### src/rtl/alu.sv
// Registered 8-bit ALU: ADD/SUB/INV/ORR on unsigned operands.
// Result and carry/zero flags appear one clock after the operands are sampled.
module alu (
  input  logic       clk,
  input  logic       rst_n,
  input  logic [7:0] A,
  input  logic [7:0] B,
  input  logic [1:0] opcode,
  output logic [7:0] Y,
  output logic       carry,
  output logic       zero
);

  typedef enum logic [1:0] {
    ADD = 2'b00,
    SUB = 2'b01,
    INV = 2'b10,
    ORR = 2'b11
  } op_code_e;

  op_code_e   op;
  logic [8:0] sum;
  logic [8:0] diff;
  logic [7:0] y_next;
  logic       carry_next;
  logic       zero_next;

  assign op   = op_code_e'(opcode);
  assign sum  = {1'b0, A} + {1'b0, B};
  // Bit 8 of the zero-extended difference is the borrow (set when A < B).
  assign diff = {1'b0, A} - {1'b0, B};

  always_comb begin
    y_next     = sum[7:0];
    carry_next = sum[8];
    case (op)
      ADD: begin
        y_next     = sum[7:0];
        carry_next = sum[8];
      end
      SUB: begin
        y_next     = diff[7:0];
        carry_next = diff[8];
      end
      INV: begin
        y_next     = ~A;
        carry_next = 1'b0;
      end
      ORR: begin
        y_next     = A | B;
        carry_next = 1'b0;
      end
      default: begin
        y_next     = sum[7:0];
        carry_next = sum[8];
      end
    endcase
  end

  assign zero_next = (y_next == 8'h00);

  always_ff @(posedge clk or negedge rst_n) begin
    if (!rst_n) begin
      Y     <= 8'h00;
      carry <= 1'b0;
      zero  <= 1'b1;
    end else begin
      Y     <= y_next;
      carry <= carry_next;
      zero  <= zero_next;
    end
  end

endmodule

### config.mk
export PLATFORM = sky130hd
export DESIGN_NAME = alu
export DESIGN_NICKNAME = d
export VERILOG_FILES = /design/src/rtl/alu.sv
export SDC_FILE = /design/constraint.sdc
export NUM_CORES = 1
export LEC_CHECK = 0
export ABC_CLOCK_PERIOD_IN_PS = 800
export BUFFER_PORTS_ARGS = -buffer_cell sky130_fd_sc_hd__buf_2
export CELL_PAD_IN_SITES_DETAIL_PLACEMENT = 0
export CELL_PAD_IN_SITES_GLOBAL_PLACEMENT = 1
export CORE_AREA = 2 2 65 67
export DETAILED_ROUTE_END_ITERATION = 6
export DIE_AREA = 0 0 67 69
export GPL_ROUTABILITY_DRIVEN = 0
export GPL_TIMING_DRIVEN = 0
export PLACE_DENSITY = 0.71
export SETUP_SLACK_MARGIN = 0.05
export SLEW_MARGIN = 0
export SYNTH_ARGS = -nofsm -noshare
export SYNTH_HDL_FRONTEND = slang
export SYNTH_SLANG_ARGS = --single-unit
### constraint.sdc
create_clock -name clk -period 0.8 [get_ports clk]
set_input_delay 0.16 -clock clk [delete_from_list [all_inputs] [get_ports clk]]
set_output_delay 0.16 -clock clk [all_outputs]
set_load 0.01 [all_outputs]
==> flow_metrics.py <==
metrics = {
    "status": {
        "status": "complete, but fails checks",
        "violations": "negative setup slack",
    },
    "logic_synthesis": {
        "yosysTopAreaCell": "ha_1",
        "synth-compound-area-share_pct": 21.0,
        "synth_warnings": 0,
        "synth_top_family_by_area": "adder cells",
        "synth.net_count": 209,
        "synth-edff-count": 0,
        "synthMuxAreaShare_pct": 5.79,
        "synth_seq_cells": 10,
        "yosys.area_share.simple_pct": 15.2,
        "synth-xor-area-share_pct": 1.87,
        "synth_fa_ha_area_share_pct": 24.2,
        "synth_area_um2": 1410,
        "yosysTopAreaCellShare_pct": 21.4,
        "ys_top_cells_by_area": "ha_1 (21%), dfrtp_1 (16%), inv_1 (6.1%)",
        "synthCells": 163,
        "avgSynthCellArea_um2": 8.62,
        "synth-main-ff-cell": "dfrtp_1",
        "ys_types": 48,
        "synthArstFlopShare_pct": 100,
        "synth-seq-area-share_pct": 17.9,
    },
    "route": {
        "wirelength_mm": 3.54,
        "drt-initial-drc-count": 40,
        "num_vias": 1297,
        "detail_route.wl_per_cell_um": 13.9,
        "antenna_left": 0,
        "first_pass_iters": 4,
        "routed_via_density": 5.09,
        "drc_errors": 0,
    },
    "worst_setup_path": {
        "cp.arrival_ns": 2.15,
        "end_kind": "flop",
        "crit_path_top_delay_cell": "or4_4",
        "critPathMaxStageDelay_ns": 0.56,
        "cp_max_fo": 3,
        "crit_chain": "buf_12 > ha_4 > fa_2 > a21o_1 > a21oi_2 > mux2i_1 > a211oi_2 > or4_4 > nor4_4",
        "critPathLaunchType": "primary input",
        "cp_data_required_time_ns": 0.94,
        "critPathKind": "primary input to flop",
    },
    "hold_path": {
        "hp-class": "primary input to flop",
        "holdPathStages": 2,
    },
    "timing": {
        "period_needed_ns": 2.01,
        "finalHoldViolCount": 0,
        "slew_violations": 0,
        "setup_ws_ns": -1.21,
        "max_freq_ghz": 0.497,
        "finalSetupViolations": 19,
        "timing.hold.ws_ns": 0.201,
        "fin_crit_sh_pct": 251,
        "tightest_slew_ns": 0.388,
        "rsz0062_at_grt": "true",
        "max-slew-margin-rel_pct": 74.0,
    },
    "floorplan": {
        "pin_count": 30,
        "die-area_um2": 4620,
        "fp.dieH_um": 69,
        "std_cell_rows": 23,
        "placeableCoreArea_um2": 3910,
        "fp.dieW_um": 67,
        "initial_core_util_pct": 35.9,
    },
    "global_routing": {
        "grt_first_pass_wirelength_mm": 6.06,
        "antenna_found_initial": 0,
        "grt_pass1_vias": 1329,
        "gr-total-overflow": 0,
        "gr-usage-all-layers_pct": 16.4,
        "grt_max_degree": 11,
    },
    "cells_and_area": {
        "syn2layout_area_growth_pct": 45.0,
        "diodes": 0,
        "nNetsFinal": 252,
        "post_route_cells_drive_above_1_share_pct": 42.9,
        "finalInstanceArea_um2": 2040,
        "fillers": 380,
    },
    "placed_design": {
        "place_area_um2": 1700,
        "preCtsSetupSlack_ns": -1.57,
        "hpwl_mm": 2.68,
        "port_buffers": 27,
    },
    "pwr": {
        "max-vdd-ir-drop_v": 0.000375,
        "p_leak_nw": 0.938,
        "power_density_nw_per_um2": 1130,
    },
    "clocking": {
        "htreeDepth": 1,
        "cts_tree": "done",
        "cts_inserted_buffers": 3,
        "clock_path_buffers": 2,
        "clk_pin_slew_worst_paths_ns": 0.04,
        "clock-sinks": 10,
        "cts_root_buf": "clkbuf_8",
    },
    "job": {
        "max-cap-violations": 0,
    },
}
-- worst max-delay path, delay by kind of cell --
| family | cells | cell delay (ns) |
|---|---|---|
| AOI/OAI and AO/OA | 3 | 0.43 |
| and+or+nand+nor | 2 | 0.70 |
| muxes | 1 | 0.23 |
| adders and majority gates | 2 | 0.51 |
| buffers and inverters | 1 | 0.12 |
-- area by class of cell --
type,instances,area (um^2),share of cell area [%]
multi-input combinational,121,1170,57.6
tap,50,62.6,3.07
clock buffer,4,45.0,2.21
buffer,7,81.3,3.99
inverter,24,123,6.02
timing repair buffer,39,302,14.8
sequential,10,251,12.3
-- report_power, final --
part           switching (mW)  total, mW  internal [mW]  leakage [nW]
registers              0.0123      0.581          0.569         0.114
logic                   0.634       1.21          0.573         0.801
clock network           0.171      0.517          0.346        0.0228
-- registers in the layout, indices dropped and copies added (netlist names) --
register / flops
Y: 8
carry: 1
zero: 1
-- placed cells by master, fill, tap and decap left out, types with 3 or more instances in the layout --
| master | n |
|---|---|
| inv_1 | 17 |
| clkbuf_8 | 5 |
| buf_6 | 6 |
| nand2_1 | 16 |
| xnor2_1 | 3 |
| nor3_1 | 3 |
| ha_1 | 17 |
| o211ai_1 | 4 |
| dfrtp_1 | 9 |
| o21ai_0 | 4 |
| mux2i_1 | 6 |
| a21oi_2 | 4 |
| buf_4 | 9 |
| a211oi_2 | 3 |
| nor2_1 | 8 |
| buf_8 | 4 |
| ha_4 | 6 |
| buf_2 | 22 |
| inv_4 | 3 |
| a31oi_1 | 3 |
| o21ai_1 | 3 |
-- Yosys cell counts, types with 2 or more instances --
master,count
dfrtp_1,9
nand4_1,2
inv_1,23
mux2i_1,7
a31oi_1,3
nand2_1,16
a21o_1,2
fa_1,2
a221oi_1,2
a211oi_1,3
clkbuf_8,2
o21ai_0,8
nor2_1,8
o21bai_1,2
a21oi_1,6
nand2b_1,2
xnor2_1,3
nand3_1,2
o211ai_1,4
ha_1,24
nor3_1,4
a211o_1,2
buf_4,2
-- cell families (layout without fill, tap and decap cells) --
kind of cell             after synthesis  count (layout)
XOR/XNOR                               3               3
flip-flops                            10              10
multiplexers                           8               8
buffers and inverters                 32              74
adder cells (fa/ha/maj)               26              26
AO/OA/AOI/OAI                         42              42
AND/OR/NAND/NOR                       42              42
-- routing by layer --
| layer | global-route usage, % | vias up | share of wire, % | wire length, um |
|---|---|---|---|---|
| li1 | - | 651 | - | - |
| met1 | 20.2 | 622 | 42 | 1490 |
| met2 | 30.1 | 20 | 54 | 1920 |
| met3 | 0.653 | 4 | 2.5 | 89 |
| met4 | 4.54 | 0 | 1.2 | 41 |
| met5 | 0 | - | 0 | 0 |
-- worst paths after layout --
check	startpoint	to
setup / recovery	B[0]	zero$_DFF_PN1_
hold / removal	opcode[1]	Y[1]$_DFF_PN0_
max in group asynchronous	rst_n	zero$_DFF_PN1_
min in group asynchronous	rst_n	Y[4]$_DFF_PN0_
-- metrics by stage --
stage          cells  TNS, ns  util (%)  total power [mW]
2_1_floorplan    163    -6.27         -              1.26
3_5_place_dp     240    -9.77      43.4              1.54
6_report         255    -7.55      52.0              2.30
3_3_place_gp     240    -9.66      43.4              1.52
5_1_grt          255    -8.28      52.0              2.46
4_1_cts          254    -7.27      50.3              2.24
-- repair_timing --
action                     4_1_cts  5_1_grt
hold buffers                     1        0
hold endpoints to repair         9        0
setup endpoints to repair       20       20
pin swaps                       13        7
buffers inserted                11        5
gates cloned                     0        0
gates resized for setup         40       12
Power figures use the tool's default switching activity.
